--- config.mk ---
export PLATFORM = sky130hd
export DESIGN_NAME = pps_generator
export DESIGN_NICKNAME = d
export VERILOG_FILES = /design/src/rtl/pps_pkg.sv /design/src/rtl/pps_edge_sync.sv /design/src/rtl/pps_generator.sv
export SDC_FILE = /design/constraint.sdc
export NUM_CORES = 1
export LEC_CHECK = 0
export CAP_MARGIN = 20
export CORE_UTILIZATION = 53
export DETAILED_ROUTE_END_ITERATION = 16
export PLACE_DENSITY_LB_ADDON = 0.3
export SYNTH_ARGS = -nofsm -noshare
export SYNTH_HDL_FRONTEND = slang
export SYNTH_SLANG_ARGS = --single-unit
--- constraint.sdc ---
create_clock -name clk_i -period 3.3 [get_ports clk_i]
set_input_delay 0.66 -clock clk_i [delete_from_list [all_inputs] [get_ports clk_i]]
set_output_delay 0.66 -clock clk_i [all_outputs]
set_load 0.05 [all_outputs]
--- src/rtl/pps_pkg.sv ---
// Shared definitions for the 1PPS generator.
//   pps_state_e : generator FSM states (idle, waiting for reference alignment, running)
//   C_REF_LAT   : clocks from a pps_ref rising edge to the counter load it causes
//   clamp_cfg   : limits a 32-bit configuration value to an upper bound
package pps_pkg;

    typedef enum logic [1:0] {
        StIdle      = 2'd0,
        StAlignWait = 2'd1,
        StRun       = 2'd2
    } pps_state_e;

    // 2 synchronizer flops + 1 registered edge detect
    localparam int unsigned C_REF_LAT = 3;

    function automatic logic [31:0] clamp_cfg(input logic [31:0] value, input logic [31:0] limit);
        return (value > limit) ? limit : value;
    endfunction

endpackage

--- src/rtl/pps_edge_sync.sv ---
// Synchronizes the asynchronous external reference pulse into the core clock domain and
// produces a single-cycle strobe on its rising edge, three clocks after the input edge.
// Only built when PPS_GENERATOR_ALIGN_EN is defined.
// Ports:
//   clk_i   core clock
//   rst_i   synchronous reset, active-high
//   async_i asynchronous reference pulse
//   rise_o  registered single-cycle rising-edge strobe
`ifdef PPS_GENERATOR_ALIGN_EN
module pps_edge_sync (
    input  logic clk_i,
    input  logic rst_i,
    input  logic async_i,
    output logic rise_o
);

    logic meta_q;
    logic sync_q;
    logic prev_q;
    logic rise_q;

    always_ff @(posedge clk_i) begin
        if (rst_i) begin
            meta_q <= 1'b0;
            sync_q <= 1'b0;
            prev_q <= 1'b0;
            rise_q <= 1'b0;
        end else begin
            meta_q <= async_i;
            sync_q <= meta_q;
            prev_q <= sync_q;
            rise_q <= sync_q & ~prev_q;
        end
    end

    assign rise_o = rise_q;

endmodule
`endif

--- src/rtl/pps_generator.sv ---
// Local 1PPS generator: a free-running one-second counter with programmable pulse phase and
// width, plus a running count of emitted seconds. Configuration is shadowed and only takes
// effect at a second boundary, so a period is never glitched by a mid-second change.
// Optional macro PPS_GENERATOR_ALIGN_EN adds alignment of the counter to an external reference.
// Ports:
//   clk_i              core clock
//   rst_i              synchronous reset, active-high
//   enable_i           1 = run generator, 0 = idle
//   cfg_phase_i        counter value at which the pulse is launched (clamped to P-1)
//   cfg_pulse_width_i  pulse high time in clocks (clamped to P-1)
//   pps_out_o          registered 1PPS output
//   pps_tick_o         single-cycle strobe coincident with the start of each pulse
//   stat_seconds_o     number of ticks since reset, wrapping
//   stat_running_o     1 while the generator is running
//   pps_ref_i          asynchronous external reference (macro build only)
//   stat_ref_phase_o   counter value seen at the last reference edge (macro build only)
module pps_generator
    import pps_pkg::*;
#(
    parameter int unsigned C_CLOCK_FREQUENCY = 125000000
) (
    input  logic        clk_i,
    input  logic        rst_i,
    input  logic        enable_i,
    input  logic [31:0] cfg_phase_i,
    input  logic [31:0] cfg_pulse_width_i,
    output logic        pps_out_o,
    output logic        pps_tick_o,
    output logic [31:0] stat_seconds_o,
    output logic        stat_running_o
`ifdef PPS_GENERATOR_ALIGN_EN
    ,
    input  logic        pps_ref_i,
    output logic [31:0] stat_ref_phase_o
`endif
);

    localparam int unsigned W      = $clog2(C_CLOCK_FREQUENCY);
    localparam logic [31:0] CfgMax = 32'(C_CLOCK_FREQUENCY - 1);
    localparam logic [W-1:0] CntMax = W'(C_CLOCK_FREQUENCY - 1);

    pps_state_e   state_q, state_d;
    logic [W-1:0] cnt_q, cnt_d;
    logic [W-1:0] phase_q, phase_d;
    logic [W-1:0] width_q, width_d;
    // High cycles still owed after the current one; lets a pulse run across the wrap
    logic [W-1:0] rem_q, rem_d;
    logic         pps_out_q, pps_out_d;
    logic         pps_tick_q, pps_tick_d;
    logic [31:0]  seconds_q, seconds_d;

    logic [W-1:0] phase_cfg;
    logic [W-1:0] width_cfg;

    // Clamped values fit in W bits, so the truncation is lossless
    assign phase_cfg = W'(clamp_cfg(cfg_phase_i, CfgMax));
    assign width_cfg = W'(clamp_cfg(cfg_pulse_width_i, CfgMax));

`ifdef PPS_GENERATOR_ALIGN_EN
    logic        ref_rise;
    logic [31:0] ref_phase_q, ref_phase_d;

    pps_edge_sync u_edge_sync (
        .clk_i   (clk_i),
        .rst_i   (rst_i),
        .async_i (pps_ref_i),
        .rise_o  (ref_rise)
    );
`endif

    always_comb begin
        state_d    = state_q;
        cnt_d      = cnt_q;
        phase_d    = phase_q;
        width_d    = width_q;
        rem_d      = rem_q;
        pps_out_d  = 1'b0;
        pps_tick_d = 1'b0;
        seconds_d  = seconds_q;
`ifdef PPS_GENERATOR_ALIGN_EN
        ref_phase_d = ref_phase_q;
`endif

        if (!enable_i) begin
            // Disable truncates any pulse in flight; the second count is kept
            state_d = StIdle;
            cnt_d   = '0;
            rem_d   = '0;
        end else begin
            unique case (state_q)
                StIdle: begin
                    cnt_d = '0;
`ifdef PPS_GENERATOR_ALIGN_EN
                    state_d = StAlignWait;
`else
                    state_d = StRun;
                    phase_d = phase_cfg;
                    width_d = width_cfg;
`endif
                end

                StAlignWait: begin
`ifdef PPS_GENERATOR_ALIGN_EN
                    cnt_d = '0;
                    if (ref_rise) begin
                        // Counter starts where it would be had it been zeroed at the ref edge
                        state_d = StRun;
                        cnt_d   = W'(C_REF_LAT);
                        phase_d = phase_cfg;
                        width_d = width_cfg;
                    end
`else
                    state_d = StIdle;
`endif
                end

                StRun: begin
                    if (cnt_q == CntMax) begin
                        cnt_d   = '0;
                        phase_d = phase_cfg;
                        width_d = width_cfg;
                    end else begin
                        cnt_d = cnt_q + W'(1);
                    end

                    if (cnt_q == phase_q) begin
                        pps_tick_d = 1'b1;
                        seconds_d  = seconds_q + 32'd1;
                        if (width_q != '0) begin
                            pps_out_d = 1'b1;
                            rem_d     = width_q - W'(1);
                        end else if (rem_q != '0) begin
                            pps_out_d = 1'b1;
                            rem_d     = rem_q - W'(1);
                        end
                    end else if (rem_q != '0) begin
                        pps_out_d = 1'b1;
                        rem_d     = rem_q - W'(1);
                    end

`ifdef PPS_GENERATOR_ALIGN_EN
                    // The match above uses the pre-load count, so a coincident ref edge
                    // still emits this second's pulse
                    if (ref_rise) begin
                        ref_phase_d = 32'(cnt_q);
                        cnt_d       = W'(C_REF_LAT);
                    end
`endif
                end

                default: state_d = StIdle;
            endcase
        end
    end

    always_ff @(posedge clk_i) begin
        if (rst_i) begin
            state_q    <= StIdle;
            cnt_q      <= '0;
            phase_q    <= '0;
            width_q    <= '0;
            rem_q      <= '0;
            pps_out_q  <= 1'b0;
            pps_tick_q <= 1'b0;
            seconds_q  <= '0;
        end else begin
            state_q    <= state_d;
            cnt_q      <= cnt_d;
            phase_q    <= phase_d;
            width_q    <= width_d;
            rem_q      <= rem_d;
            pps_out_q  <= pps_out_d;
            pps_tick_q <= pps_tick_d;
            seconds_q  <= seconds_d;
        end
    end

`ifdef PPS_GENERATOR_ALIGN_EN
    always_ff @(posedge clk_i) begin
        if (rst_i) begin
            ref_phase_q <= '0;
        end else begin
            ref_phase_q <= ref_phase_d;
        end
    end

    assign stat_ref_phase_o = ref_phase_q;
`endif

    assign pps_out_o      = pps_out_q;
    assign pps_tick_o     = pps_tick_q;
    assign stat_seconds_o = seconds_q;
    assign stat_running_o = (state_q == StRun);

endmodule
==> results of run 1 <==
## flip-flops by register name, indices dropped and copies added (netlist names)
| register | count |
|---|---|
| cnt_q | 27 |
| stat_seconds_o | 32 |
| pps_out_o | 1 |
| width_q | 27 |
| rem_q | 27 |
| state_q | 1 |
| pps_tick_o | 1 |
| phase_q | 27 |
## how the worst min path moves through the flow
stage | slack, ns | depth (start not counted) | end | start
finish | 0.49 | 2 | phase_q[7] | phase_q[7]
global route | 0.52 | 2 | phase_q[7] | phase_q[7]
CTS | 0.49 | 2 | phase_q[7] | phase_q[7]
detailed placement | 0.48 | 2 | phase_q[7] | phase_q[7]
global placement | 0.47 | 1 | rem_q[22] | rem_q[22]
floorplan | 0.45 | 1 | cnt_q[0] | cnt_q[0]
## power by group
part | leakage (nW) | internal, mW | switching [mW]
combinational | 1.86 | 1.49 | 2.23
sequential | 1.16 | 1.87 | 0.150
clock | 0.257 | 0.989 | 0.827
## metal layers
layer	global-route usage [%]	part of all wire, %
met3	6.861	5.3
met4	8.873	1.5
met5	0	0.042
met1	32.97	44
met2	46.43	49
## logic make-up (layout without fill, tap and decap cells)
family,count (synthesis),after routing,synth area share [%]
xor gates and xnor gates,95,95,11.06
adders and majority gates,6,6,0.9976
and+or+nand+nor,362,362,25.41
AOI/OAI and AO/OA,162,162,17.21
DFF,143,143,38.04
muxes,13,13,1.763
buffers and inverters,101,203,5.520
## cell usage in the layout, fill, tap and decap left out, types with 11 or more instances in the layout
cell type and instances:
dfxtp_1 143, clkdlybuf4s50_1 100, nor2_1 94, xor2_1 49, nand2_1 46, nand3_1 46, xnor2_1 46, inv_1 43
nor3_1 36, o21ai_0 31, nor4_1 30, nand4_1 30, o221a_2 30, buf_4 26, a21oi_1 23, clkbuf_16 17
a32o_1 15, o32ai_1 13, and3_1 12, mux2i_1 11
## through the flow
stage	total power, mW	setup slack [ns]	hold WS [ns]	cell area [um^2]	instances
floorplan	5.717	0.6318	0.4508	7525	882
global placement	6.478	0.3722	0.4708	8702	1132
detailed placement	6.459	0.3218	0.4782	8702	1132
CTS	7.606	0.4627	0.4874	9255	1164
global route	8.244	0.1767	0.5214	9255	1164
finish	7.558	0.4599	0.4874	9255	1164
## synth_stat cells (all sizes together) (11+ instances only)
library cell	number	share of area (%)
clkbuf	45	2.2
mux2i	11	1.5
a32o	15	2.0
nor3	36	2.4
nand2	46	2.3
a21oi	23	1.5
o21ai	31	2.1
nand4	30	2.5
o32ai	13	1.5
nand3	46	3.1
o221a	30	4.5
dfxtp	143	38
inv	44	2.2
buf	12	1.1
xor2	49	5.7
and3	12	1.0
nor4	32	2.9
xnor2	46	5.4
nor2	94	4.7
or3	11	0.98
## critical path: cells and delay by family (launching register included)
kind / cells / cell delay [ns]
AO/OA/AOI/OAI: 2 / 0.25
XOR/XNOR: 1 / 0.10
buffers and inverters: 1 / 0.22
flip-flops: 1 / 0.47
AND/OR/NAND/NOR: 4 / 1.65
## cell type report
class | count | area (um^2)
Fill cell | 1141 | 4626
Multi-Input combinational cell | 638 | 4248
Sequential cell | 143 | 2863
Timing Repair Buffer | 127 | 1201
Clock buffer | 18 | 429.2
Tap cell | 180 | 225.2
Inverter | 44 | 165.2
Clock inverter | 14 | 123.9
==> flow_summary_export.csv, run 1 <==
group,metric,value,unit
cells_and_area,drive_above_1_share,10.98,%
critical_path,crit_required,3.59,ns
clock_network,clkLatencyLatePin,0.43,ns
timing,finalSetupViolations,0,
yosys,syn_area,7525,um^2
yosys,yosysSeqAreaShare,38.04,%
global_routing,grtUsageTotal,27.10,%
global_routing,grt_pass1_wl,31530,um
floorplanning,die_w,121.2,um
critical_path,startpoint,"cnt_q[8]",
power_and_ir_drop,p_leak,3.276,nW
global_routing,antenna_found_initial,1,
route,wl_per_cell,16.41,um
yosys,syn-mean-instance-area,8.531,um^2
critical_path,r2r_end,"stat_seconds_o[17]",
critical_path,r2r_start,"cnt_q[8]",
global_routing,grt_start_max_net_pins,57,
clock_network,clock_path_buffers,2,
timing,tns,0,ns
clock_network,ctsHoldBuffers,0,
critical_path,critPathMostFrequentCell,"nor4_1",
global_routing,grt_pass1_vias,6534,
route,dr.first_iter.drc_count,533,
power_and_ir_drop,ir_drop,699.6,uV
cells_and_area,syn_to_final_growth,23.00,%
global_routing,grt-ovfl-total,0,
route,finalWirelength,19100,um
placement,dpl.hpwl,13660,um
floorplanning,die_h,121.2,um
critical_path,critical_path_class,"flip-flop to flip-flop",
clock_network,cts_made_buffers,17,
clock_network,htreeDepth,4,
floorplanning,start_util,54.21,%
timing,rsz0062_at_grt,"false",
clock_network,cts_tree,"built",
floorplanning,die_area,14680,um^2
timing,finalCritPeriodShare,86.06,%
status,status,"finished, final reports clean",
yosys,yosys_warnings,0,
floorplanning,num_rows,43,
route,drt.antenna.violating_nets,0,
cells_and_area,final_util,66.68,%
cells_and_area,nets,1044,
critical_path,critPathMaxFanout,15,
clock_network,ctsResizeCount,0,
route,viasPerCell,5.972,
critical_path,crit_path_start_kind,"flip-flop",
floorplanning,io-pin-count,102,
clock_network,clk_pin_slew_worst_paths,0.07,ns
timing,fin_crit,2.840,ns
timing,tightest_slew,0.7628,ns
yosys,ys_seq_elements,143,
critical_path,reg2reg_slack,0.46,ns
route,vias,6951,
timing,drv_slew,0,
critical_path,cp-end-kind,"flip-flop",
yosys,syn-num-nets,955,
critical_path,critPathMaxStageDelay,0.55,ns
clock_network,post-cts-setup-buffer-count,0,
floorplanning,coreArea,13880,um^2
route,dr.pass1.iters,5,
route,drc,0,
critical_path,path_cells,"xor2_1 > nor4_1 > nand3_1 > or4b_1 > buf_4 > nor4_1 > a21o_1 > a21oi_1",
yosys,synth_edf_count,0,
timing,clock_skew,0.01109,ns
cells_and_area,antenna_cells,0,
clock_network,cts_root_buf,"clkbuf_16",
timing,hold_viol_final,0,
power_and_ir_drop,powerDensity,816.6,nW/um^2
placement,port_buffers,101,
yosys,ys_async_sr_fraction,0,%
clock_network,cts_num_sinks,143,
worst_hold_path,hp-class,"flip-flop to flip-flop",
critical_path,cp-endpoint,"stat_seconds_o[17]",
placement,gp_congestion,0.8722,
yosys,synth-main-ff-cell,"dfxtp_1",
yosys,synthCells,882,
critical_path,slowest_stage,"or4b_1",
job,cap_violations,0,
timing,max_freq,352.1,MHz
timing,slew_headroom,49.05,%
yosys,synth_cell_type_count,60,
critical_path,worst-endpoint-arrival,3.13,ns
critical_path,reg2reg_depth,8,
Note: power is estimated with default switching activity, not from simulation.
==> run 2, diff against run 1 <==
- ABC_CLOCK_PERIOD_IN_PS: unset -> 3300
- PLACE_DENSITY: unset -> 0.77
- PLACE_DENSITY_LB_ADDON: 0.3 -> unset
==> run 2 against run 1 <==
Critical endpoint is now rem_q[14]; maximum frequency down 6.6%; via count down 1.9%; design area up 0.81%; largest power group unchanged; register-to-register slack worse by 0.20 ns; largest cell class unchanged; count of clock-buffer cells in the layout up 2; worst setup slack worse by 0.20 ns; sequential share of layout area down 0.25 points; combinational power up 4%; utilization up 0.54 points; non-clock buffer count up 3.
==> flow_summary_export.csv, run 2 (synthesis results as in run 1) <==
group,metric,value,unit
status,status,"finished, final reports clean",
route,drt.antenna.violating_nets,0,
route,drc,0,
timing,drv_slew,0,
timing,fin_crit,3.040,ns
global_routing,grt_pass1_wl,31680,um
route,wl_per_cell,16.58,um
power_and_ir_drop,powerDensity,845.6,nW/um^2
critical_path,cp_num_buf_inv,1,
clock_network,cts_num_sinks,143,
placement,gp_congestion,0.8753,
critical_path,crit_path_start_kind,"flip-flop",
cells_and_area,multi_input_area,4248,um^2
floorplanning,die_area,14680,um^2
cells_and_area,final_cell_mix,"143 x dfxtp_1, 100 x clkdlybuf4s50_1, 94 x nor2_1",
timing,tightest_slew,0.8074,ns
timing,clock_skew,0.01098,ns
floorplanning,die_w,121.2,um
clock_network,cts_root_buf,"clkbuf_16",
global_routing,antenna_found_initial,1,
power_and_ir_drop,p_sw,3.287,mW
critical_path,critPathMaxStageDelay,0.57,ns
clock_network,clkLatencyLatePin,0.44,ns
cells_and_area,final_common_cell,"dfxtp_1",
timing,rsz0062_at_grt,"false",
global_routing,grt_start_max_net_pins,57,
timing,max_freq,329.0,MHz
cells_and_area,fin_area,9330,um^2
critical_path,path_cells,"or4_4 > nand2b_4 > nor2_1 > or4b_1 > and2_1 > buf_4 > o41ai_2 > a32o_1",
critical_path,reg2reg_slack,0.26,ns
placement,port_buffers,101,
cells_and_area,largest_reg_flops,32,
clock_network,clk_pin_slew_worst_paths,0.06,ns
route,dr.pass1.iters,5,
floorplanning,start_util,54.21,%
floorplanning,die_h,121.2,um
route,finalWirelength,19360,um
global_routing,grtUsageTotal,27.43,%
floorplanning,coreArea,13880,um^2
route,vias,6819,
clock_network,post-cts-setup-buffer-count,0,
timing,slew_headroom,46.07,%
power_and_ir_drop,clkPwrFrac,25.1,%
cells_and_area,drive_above_1_share,11.25,%
power_and_ir_drop,p_leak,3.329,nW
timing,hold_viol_final,0,
clock_network,ctsHoldBuffers,0,
clock_network,cts_tree,"built",
clock_network,clock_path_buffers,2,
critical_path,critPathTopFamily,"simple AND/OR/NAND/NOR gates",
cells_and_area,nets,1047,
critical_path,cp-end-kind,"flip-flop",
critical_path,crit_required,3.67,ns
critical_path,critical_path_class,"flip-flop to flip-flop",
route,viasPerCell,5.838,
timing,finalSetupViolations,0,
global_routing,grt-ovfl-total,0,
power_and_ir_drop,ir_drop,872.3,uV
floorplanning,io-pin-count,102,
power_and_ir_drop,internal_power,4.602,mW
timing,finalCritPeriodShare,92.11,%
job,cap_violations,0,
power_and_ir_drop,power_frac_comb,49.1,%
cells_and_area,ff_latch_area,2863,um^2
worst_hold_path,hp-class,"flip-flop to flip-flop",
critical_path,worst-endpoint-arrival,3.41,ns
power_and_ir_drop,pwr-share-seq,25.8,%
critical_path,critPathMaxFanout,23,
placement,dpl.hpwl,13740,um
clock_network,ctsResizeCount,0,
clock_network,cts_made_buffers,17,
timing,tns,0,ns
power_and_ir_drop,p_sw_share,41.66,%
placement,dpl-instance-area,8725,um^2
global_routing,grt_pass1_vias,6531,
critical_path,slowest_stage,"or4_4",
route,dr.first_iter.drc_count,546,
clock_network,htreeDepth,4,
floorplanning,num_rows,43,
cells_and_area,syn_to_final_growth,23.99,%
cells_and_area,fill_cells,1156,
run 2: through the flow:
stage | power, mW | hold slack, ns | setup slack, ns | std cells | util (%)
after floorplan | 5.717 | 0.4508 | 0.6318 | 882 | -
after global placement | 5.484 | 0.4678 | 0.3669 | 1135 | 62.85
after detailed placement | 6.342 | 0.4810 | 0.2951 | 1135 | 62.85
after CTS | 7.766 | 0.4913 | 0.2882 | 1167 | 67.20
after global routing | 7.733 | 0.5029 | 0.02630 | 1168 | 67.22
final | 7.890 | 0.4866 | 0.2604 | 1168 | 67.22
run 2: worst paths after layout:
path	from	to	cells after the start
hold reg to reg	phase_q[7]	phase_q[7]	2
setup reg to reg	width_q[16]	rem_q[14]	8
setup / recovery	width_q[16]	rem_q[14]	8
hold / removal	phase_q[7]	phase_q[7]	2
run 2: power by group through the flow:
stage | sequential (mW) | clock, mW | combinational, mW
2_1_floorplan | 2.10 | 0 | 3.62
3_3_place_gp | 2.04 | 0 | 3.44
3_5_place_dp | 2.10 | 0 | 4.25
4_1_cts | 2.02 | 2.00 | 3.75
5_1_grt | 2.01 | 2.08 | 3.64
6_report | 2.04 | 1.98 | 3.88
run 2: cell type report:
type,instances,share of cell area (%)
flip-flops and latches,143,30.68
multi-input cells,638,45.53
clock buffers,20,4.895
inverters,44,1.770
diodes,1,0.02682
clock inverters,12,1.569
well taps,180,2.414
repair buffers,130,13.12
run 2: worst reg2reg max path, cell delays in order, from the launching register on:
cell and delay (ns):
dfxtp_1 0.36, or4_4 0.57, nand2b_4 0.17, nor2_1 0.13, or4b_1 0.57, and2_1 0.40, buf_4 0.31, o41ai_2 0.33
a32o_1 0.15
run 2: per-layer routing:
| layer | wire length (um) | global-route usage [%] | vias to the layer above | part of all wire [%] |
|---|---|---|---|---|
| li1 | - | - | 3412 | - |
| met1 | 8728 | 33.54 | 3207 | 45 |
| met2 | 9416 | 47.25 | 175 | 49 |
| met3 | 893 | 6.109 | 25 | 4.6 |
| met4 | 322 | 9.336 | 0 | 1.7 |
| met5 | 0 | 0 | - | 0 |
